File: src/rtl/rx_bit_timer.sv
// rx_bit_timer
// Bit and frame timing for an oversampling serial receiver. Each bit lasts
// P clock cycles (P = latched Prescale); each frame holds F bits (F = latched
// frame_len, start and stop bits included). The block provides the position
// counters, a three-cycle majority-vote sample window centred in the bit, and
// end-of-bit / end-of-frame pulses.
//
// Ports
//   CLK          single clock, all state changes on its rising edge
//   RST          asynchronous active-low reset
//   enable       frame timing runs while high; P and F are latched while low
//   resync       synchronous clear of both counters while enabled
//   Prescale     clock cycles per bit (even, 6 .. 2^PRESCALE_WIDTH-2)
//   frame_len    bits per frame (>= 2)
//   edge_cnt     cycle position inside the current bit
//   bit_cnt      bit position inside the current frame
//   sample_en    high on edge_cnt in {P/2-1, P/2, P/2+1}
//   sample_last  high on edge_cnt == P/2+1 only
//   bit_done     pulse on the last cycle of each bit
//   frame_done   pulse on the last cycle of each frame
//   cfg_err      latched configuration is illegal; timing is frozen at 0
module rx_bit_timer #(
  parameter int PRESCALE_WIDTH = 6,
  parameter int BIT_CNT_WIDTH  = 4
) (
  input  logic                      CLK,
  input  logic                      RST,
  input  logic                      enable,
  input  logic                      resync,
  input  logic [PRESCALE_WIDTH-1:0] Prescale,
  input  logic [BIT_CNT_WIDTH-1:0]  frame_len,
  output logic [PRESCALE_WIDTH-1:0] edge_cnt,
  output logic [BIT_CNT_WIDTH-1:0]  bit_cnt,
  output logic                      sample_en,
  output logic                      sample_last,
  output logic                      bit_done,
  output logic                      frame_done,
  output logic                      cfg_err
);

  localparam logic [PRESCALE_WIDTH-1:0] P_ONE = PRESCALE_WIDTH'(1);
  localparam logic [PRESCALE_WIDTH-1:0] P_MIN = PRESCALE_WIDTH'(6);
  // Largest legal prescale: all ones except the LSB (2^W - 2).
  localparam logic [PRESCALE_WIDTH-1:0] P_MAX = {{(PRESCALE_WIDTH-1){1'b1}}, 1'b0};
  localparam logic [BIT_CNT_WIDTH-1:0]  F_ONE = BIT_CNT_WIDTH'(1);
  localparam logic [BIT_CNT_WIDTH-1:0]  F_MIN = BIT_CNT_WIDTH'(2);

  logic [PRESCALE_WIDTH-1:0] p_reg;
  logic [BIT_CNT_WIDTH-1:0]  f_reg;

  logic [PRESCALE_WIDTH-1:0] p_last;
  logic [PRESCALE_WIDTH-1:0] p_half;
  logic [BIT_CNT_WIDTH-1:0]  f_last;
  logic                      at_bit_end;
  logic                      at_frame_end;
  logic                      in_window;

  // Configuration is only sampled while timing is idle, so a running frame
  // never sees its bit period or length change underneath it.
  always_ff @(posedge CLK or negedge RST) begin
    if (!RST) begin
      p_reg <= '0;
      f_reg <= '0;
    end else if (!enable) begin
      p_reg <= Prescale;
      f_reg <= frame_len;
    end
  end

  // Reset leaves P=F=0, which decodes as illegal until the first capture.
  assign cfg_err = p_reg[0] | (p_reg < P_MIN) | (p_reg > P_MAX) | (f_reg < F_MIN);

  assign p_last       = p_reg - P_ONE;
  assign p_half       = p_reg >> 1;
  assign f_last       = f_reg - F_ONE;
  assign at_bit_end   = (edge_cnt == p_last);
  assign at_frame_end = (bit_cnt == f_last);

  always_ff @(posedge CLK or negedge RST) begin
    if (!RST) begin
      edge_cnt <= '0;
      bit_cnt  <= '0;
    end else if (cfg_err || !enable || resync) begin
      edge_cnt <= '0;
      bit_cnt  <= '0;
    end else if (at_bit_end) begin
      edge_cnt <= '0;
      bit_cnt  <= at_frame_end ? '0 : bit_cnt + F_ONE;
    end else begin
      edge_cnt <= edge_cnt + P_ONE;
    end
  end

  // Sample window is not gated by resync: a resync only re-aligns the
  // counters, the sample taken in the same cycle is still meaningful.
  assign in_window = (edge_cnt == p_half - P_ONE) ||
                     (edge_cnt == p_half) ||
                     (edge_cnt == p_half + P_ONE);

  assign sample_en   = enable & ~cfg_err & in_window;
  assign sample_last = enable & ~cfg_err & (edge_cnt == p_half + P_ONE);
  assign bit_done    = enable & ~resync & ~cfg_err & at_bit_end;
  assign frame_done  = bit_done & at_frame_end;

endmodule

File: config.mk
export PLATFORM = sky130hd
export DESIGN_NAME = rx_bit_timer
export DESIGN_NICKNAME = d
export VERILOG_FILES = /design/src/rtl/rx_bit_timer.sv
export SDC_FILE = /design/constraint.sdc
export NUM_CORES = 1
export LEC_CHECK = 0
export ABC_CLOCK_PERIOD_IN_PS = 3300
export CORE_MARGIN = 2
export CORE_UTILIZATION = 51
export CTS_BUF_LIST = sky130_fd_sc_hd__clkbuf_2
export DETAILED_ROUTE_END_ITERATION = 6
export MAX_ROUTING_LAYER = met4
export PLACE_DENSITY = 0.89
export SLEW_MARGIN = 40
export SYNTH_ARGS = -nofsm -noshare
export SYNTH_HDL_FRONTEND = slang
export SYNTH_SLANG_ARGS = --single-unit
File: constraint.sdc
create_clock -name CLK -period 3.3 [get_ports CLK]
set_input_delay 0.495 -clock CLK [delete_from_list [all_inputs] [get_ports CLK]]
set_output_delay 0.495 -clock CLK [all_outputs]
set_load 0.01 [all_outputs]
# Yosys cells after proc, flatten, opt, wreduce, memory -nomap -nowiden
# Index checks and enable logic that the tools add are counted.
# W data, S select, Z words.
[totals] ff_bits=20 out_inout_bits=15 elab_cells=41
[classes] addsub=6 order_cmp=3 eq_ne=5 muxes=5 n_bitwise=12 reduce_logical=6
[op_table] operator="$eq A6 B6 Y1" count=3
[op_table] operator="$mux W4" count=3
[op_table] operator="$mux W6" count=2
[op_table] operator="$and A1 B1 Y1" count=7
[op_table] operator="$add A5 B1 Y6 const B" count=1
[op_table] operator="$add A6 B1 Y6 const B" count=1
[op_table] operator="$eq A6 B5 Y1" count=1
[op_table] operator="$gt A6 B6 Y1 const B" count=1
[op_table] operator="$lt A6 B3 Y1 const B" count=1
[op_table] operator="$sub A5 B1 Y6 const B" count=1
[op_table] operator="$sub A6 B1 Y6 const B" count=1
[op_table] operator="$add A4 B1 Y4 const B" count=1
[op_table] operator="$eq A4 B4 Y1" count=1
[op_table] operator="$logic_or A1 B1 Y1" count=4
[op_table] operator="$lt A4 B2 Y1 const B" count=1
[op_table] operator="$sub A4 B1 Y4 const B" count=1
[op_table] operator="$or A1 B1 Y1" count=3
[op_table] operator="$not A1 Y1" count=2
[op_table] operator="$reduce_bool A2 Y1" count=1
[op_table] operator="$logic_not A1 Y1" count=1

# Longest topological paths before layout
[depth] depth_word=8 depth_mapped=8

# Least setup slack after synthesis
# No wires, ideal clock.
[synth_path] path_type="register to output" start="register p_reg[2]" end="output frame_done" t_arrival_ps=2182 slack_ps=623 stages_incl_launch_ff=9 path_buffers=1 cell_sequence="dfrtp_1 > buf_2 > inv_1 > ha_1 > a21boi_2 > and3_1 > o2111ai_2 > or3_2 > nor3_1"
[synth_via] elab_chain_cells=8 elab_cells_between_ends=11 classes_between="add/sub (1); order compare (2); eq/ne (1); bitwise (7)"
[synth_lines] element="start, declared" line_no="48" text="logic [PRESCALE_WIDTH-1:0] p_reg;"
[synth_lines] element="start signal, assigned" line_no="65" text="p_reg <= Prescale;"
[synth_lines] element="$lt A6 B3 Y1" line_no="71" text="assign cfg_err = p_reg[0] | (p_reg < P_MIN) | (p_reg > P_MAX) | (f_reg < F_MIN);"
[synth_lines] element="$or A1 B1 Y1 (3 in series)" line_no="71"
[synth_lines] element="$not A1 Y1" line_no="102" text="assign bit_done = enable & ~resync & ~cfg_err & at_bit_end;"
[synth_lines] element="$and A1 B1 Y1" line_no="102"
[synth_lines] element="$and A1 B1 Y1 (*)" line_no="102"
[synth_lines] element="$and A1 B1 Y1 (*)" line_no="103" text="assign frame_done = bit_done & at_frame_end;"
[synth_lines] element="end, declared" line_no="37" text="output logic frame_done,"
# Mark *: on every way between the ends. The rest lies on a longest branch, timed or not.

# Worst setup path in the final report
[layout_path] start="register p_reg[2]" end="output sample_en"
[layout_via] elab_chain_cells=7 elab_cells_between_ends=15 classes_between="add/sub (2); order compare (2); eq/ne (3); bitwise (6); reduce/logical (2)"
[layout_lines] element="$lt A6 B3 Y1" line_no="71"
[layout_lines] element="$or A1 B1 Y1 (3 in series)" line_no="71"
[layout_lines] element="$not A1 Y1" line_no="100" text="assign sample_en = enable & ~cfg_err & in_window;"
[layout_lines] element="$and A1 B1 Y1" line_no="100"
[layout_lines] element="$and A1 B1 Y1 (*)" line_no="100"
[layout_lines] element="end, declared" line_no="34" text="output logic sample_en,"
# Marked as above.

==> results.yml <==
timing:
  clock_skew_ns: 0.0183
  drv_slew: 0
  holdWs_ns: 0.0812
  worstMarginPinSlew_ns: 0.678
  final_hold_viol_count: 0
  rsz0062_at_grt: "false"
  max_slew_margin: 0.544
  setup_tns_ns: 0
  max_freq_ghz: 0.321
  fin_crit_ns: 3.11
  finalCritPeriodShare: 0.944
  setup_viol: 0
power_and_ir_drop:
  power_frac_seq: 0.434
  ir_drop_mv: 0.310
  switching_share: 0.303
  p_leak_nw: 0.778
  comb_power_share: 0.288
  clkPwrFrac: 0.277
  power_uw: 651
  p_per_area_nw_per_um2: 343
  power_switching_uw: 197
  intPower_uw: 454
setup_path:
  endpoint_kind: "output port"
  required_ns: 2.80
  regToRegSetupSlack_ns: 1.02
  crit_arrival_ns: 2.62
  crit_type: "flip-flop to output port"
  start_kind: "flip-flop"
  cp_cell_sequence: "inv_2 > ha_1 > xor2_1 > inv_1 > a2111oi_0 > a31oi_1 > a21oi_1 > clkdlybuf4s50_1"
  cp_slowest_cell: "clkdlybuf4s50_1"
  cp_max_fo: 4
  critPathMaxStageDelay_ns: 0.54
detailed_routing:
  detail_route.wl_per_cell_um: 17.5
  routed_wl_um: 3830
  drtIter0Drc: 49
  dr.pass1.iters: 4
  postRouteAntennaNets: 0
  remaining_drc_errors: 0
  vias: 1338
  routed_via_density: 6.11
global_route:
  first_global_vias: 1376
  grt_overflow: 0
  grt_pass1_wl_um: 6210
  grt_util_all_layers: 0.241
  antenna_found_initial: 0
  grt_max_degree: 21
synth:
  synthCells: 160
  ys_seq_elements: 20
  synth_area_um2: 1510
  synth_edf_count: 0
  synth_area_per_cell_um2: 9.46
  synth_warnings: 0
  ys.flop_type: "dfrtp_1"
  ys_seq_area_frac: 0.331
  async_reset_ff_frac: 1.00
  synth_cell_type_count: 42
  synth_nets: 181
layout:
  drive_gt1_frac: 0.176
  diodes: 0
  multi_input_area_um2: 972
  layout_common_cells: "25 x clkdlybuf4s50_1, 18 x dfrtp_1, 15 x xor2_1"
  nFillCells: 206
  final_common_cell: "clkdlybuf4s50_1"
  fin_area_um2: 1900
  nets: 210
  seq_area_um2: 503
  final_cells: 219
  areaGrowthSynthToFinish_pct: 25.5
die:
  chipHeight_um: 58.5
  pin_count: 29
  rows: 19
  floorplan.initialDensity: 0.544
  die_area_um2: 3420
  coreArea_um2: 2780
  die_x_um: 58.5
status:
  status: "completed"
min_path:
  hold_path_class: "primary input to async pin"
clocking:
  cts_made_buffers: 3
  cts_buffer_depth: 2
  clockRootBuffer: "clkbuf_2"
  path_clk_slew_ns: 0.20
  h-tree-depth: 1
  worstSkewPairLatency_ns: 0.32
  cts_setup_buffers: 0
  cts_tree: "done"
  cts.sinks: 20
place:
  gp_congestion: 0.887
  io_buffer_count: 28
  hpwl_um: 2780
  dp.cells: 215
  postPlaceCellArea_um2: 1810
run:
  cap_violations: 0
==> per-layer routing <==
layer / GRT usage / up-vias / share of wire
met5: - / - / 0
met2: 0.433 / 29 / 0.55
met4: 0.103 / 0 / 0.0086
li1: - / 632 / -
met3: 0.0220 / 4 / 0.028
met1: 0.272 / 673 / 0.41
==> critical path, delay by kind of cell (launching register included) <==
kind | cells | cell delay, ns
buffers and inverters | 3 | 0.73
AOI/OAI and AO/OA | 3 | 0.67
DFF | 1 | 0.44
adders and majority gates | 1 | 0.25
xor gates and xnor gates | 1 | 0.22
==> cell families after synthesis <==
group                      after synthesis  synth area share
xor gates and xnor gates                26             0.160
AOI/OAI and AO/OA                       31             0.153
DFF                                     20             0.331
and+or+nand+nor                         48             0.165
adders and majority gates                7            0.0578
buffers and inverters                   17            0.0512
muxes                                   11            0.0818
==> synthesized netlist by cell type, types with 3 or more instances <==
master	instances	area share
o31ai_1	3	0.015
nor3_1	7	0.023
nand2_1	9	0.022
o22ai_1	3	0.012
nor2_1	11	0.027
ha_1	7	0.058
inv_1	9	0.022
or4b_1	3	0.020
a2111oi_0	3	0.017
mux2_2	11	0.082
o21ai_0	3	0.0099
dfrtp_1	20	0.33
a21oi_1	6	0.020
nand3_1	7	0.023
xnor2_1	10	0.058
xor2_1	15	0.087
==> timing repair <==
item | 4_1_cts | 5_1_grt
endpoints found under the hold margin | 0 | 0
resized for setup | 4 | 8
setup endpoints to repair | 2 | 3
hold buffers | 0 | 0
==> through the flow <==
stage	util	setup WS, ns
floorplan	-	0.623
global placement	0.654	0.346
detailed placement	0.652	0.287
CTS	0.675	0.0317
global route	0.683	0.0300
finish	0.683	0.186
==> cell type report <==
class	instances	share of cell area
flip-flops and latches	20	0.265
clock buffers	3	0.00791
repair buffers	32	0.161
multi-input cells	123	0.512
inverters	9	0.0178
well taps	31	0.0204
clock inverters	1	0.0158
==> power by group through the flow <==
stage | combinational (mW) | sequential, mW | clock [mW]
after floorplan | 0.124 | 0.276 | 0
after global placement | 0.165 | 0.283 | 0
after detailed placement | 0.175 | 0.285 | 0
after CTS | 0.182 | 0.280 | 0.183
after global routing | 0.205 | 0.285 | 0.191
final | 0.188 | 0.283 | 0.180
==> final timing paths <==
check | start | to | cells after the start
min | RST | bit_cnt[3]$_DFFE_PN0P_ | 1
max reg2reg | p_reg[2]$_DFFE_PN0N_ | edge_cnt[5]$_DFF_PN0_ | 8
min in group CLK | f_reg[2]$_DFFE_PN0N_ | f_reg[2]$_DFFE_PN0N_ | 1
min reg2reg | f_reg[2]$_DFFE_PN0N_ | f_reg[2]$_DFFE_PN0N_ | 1
max in group asynchronous | RST | p_reg[3]$_DFFE_PN0N_ | 1
max | p_reg[2]$_DFFE_PN0N_ | sample_en | 8
No activity file was read; power rests on OpenSTA's default activity.
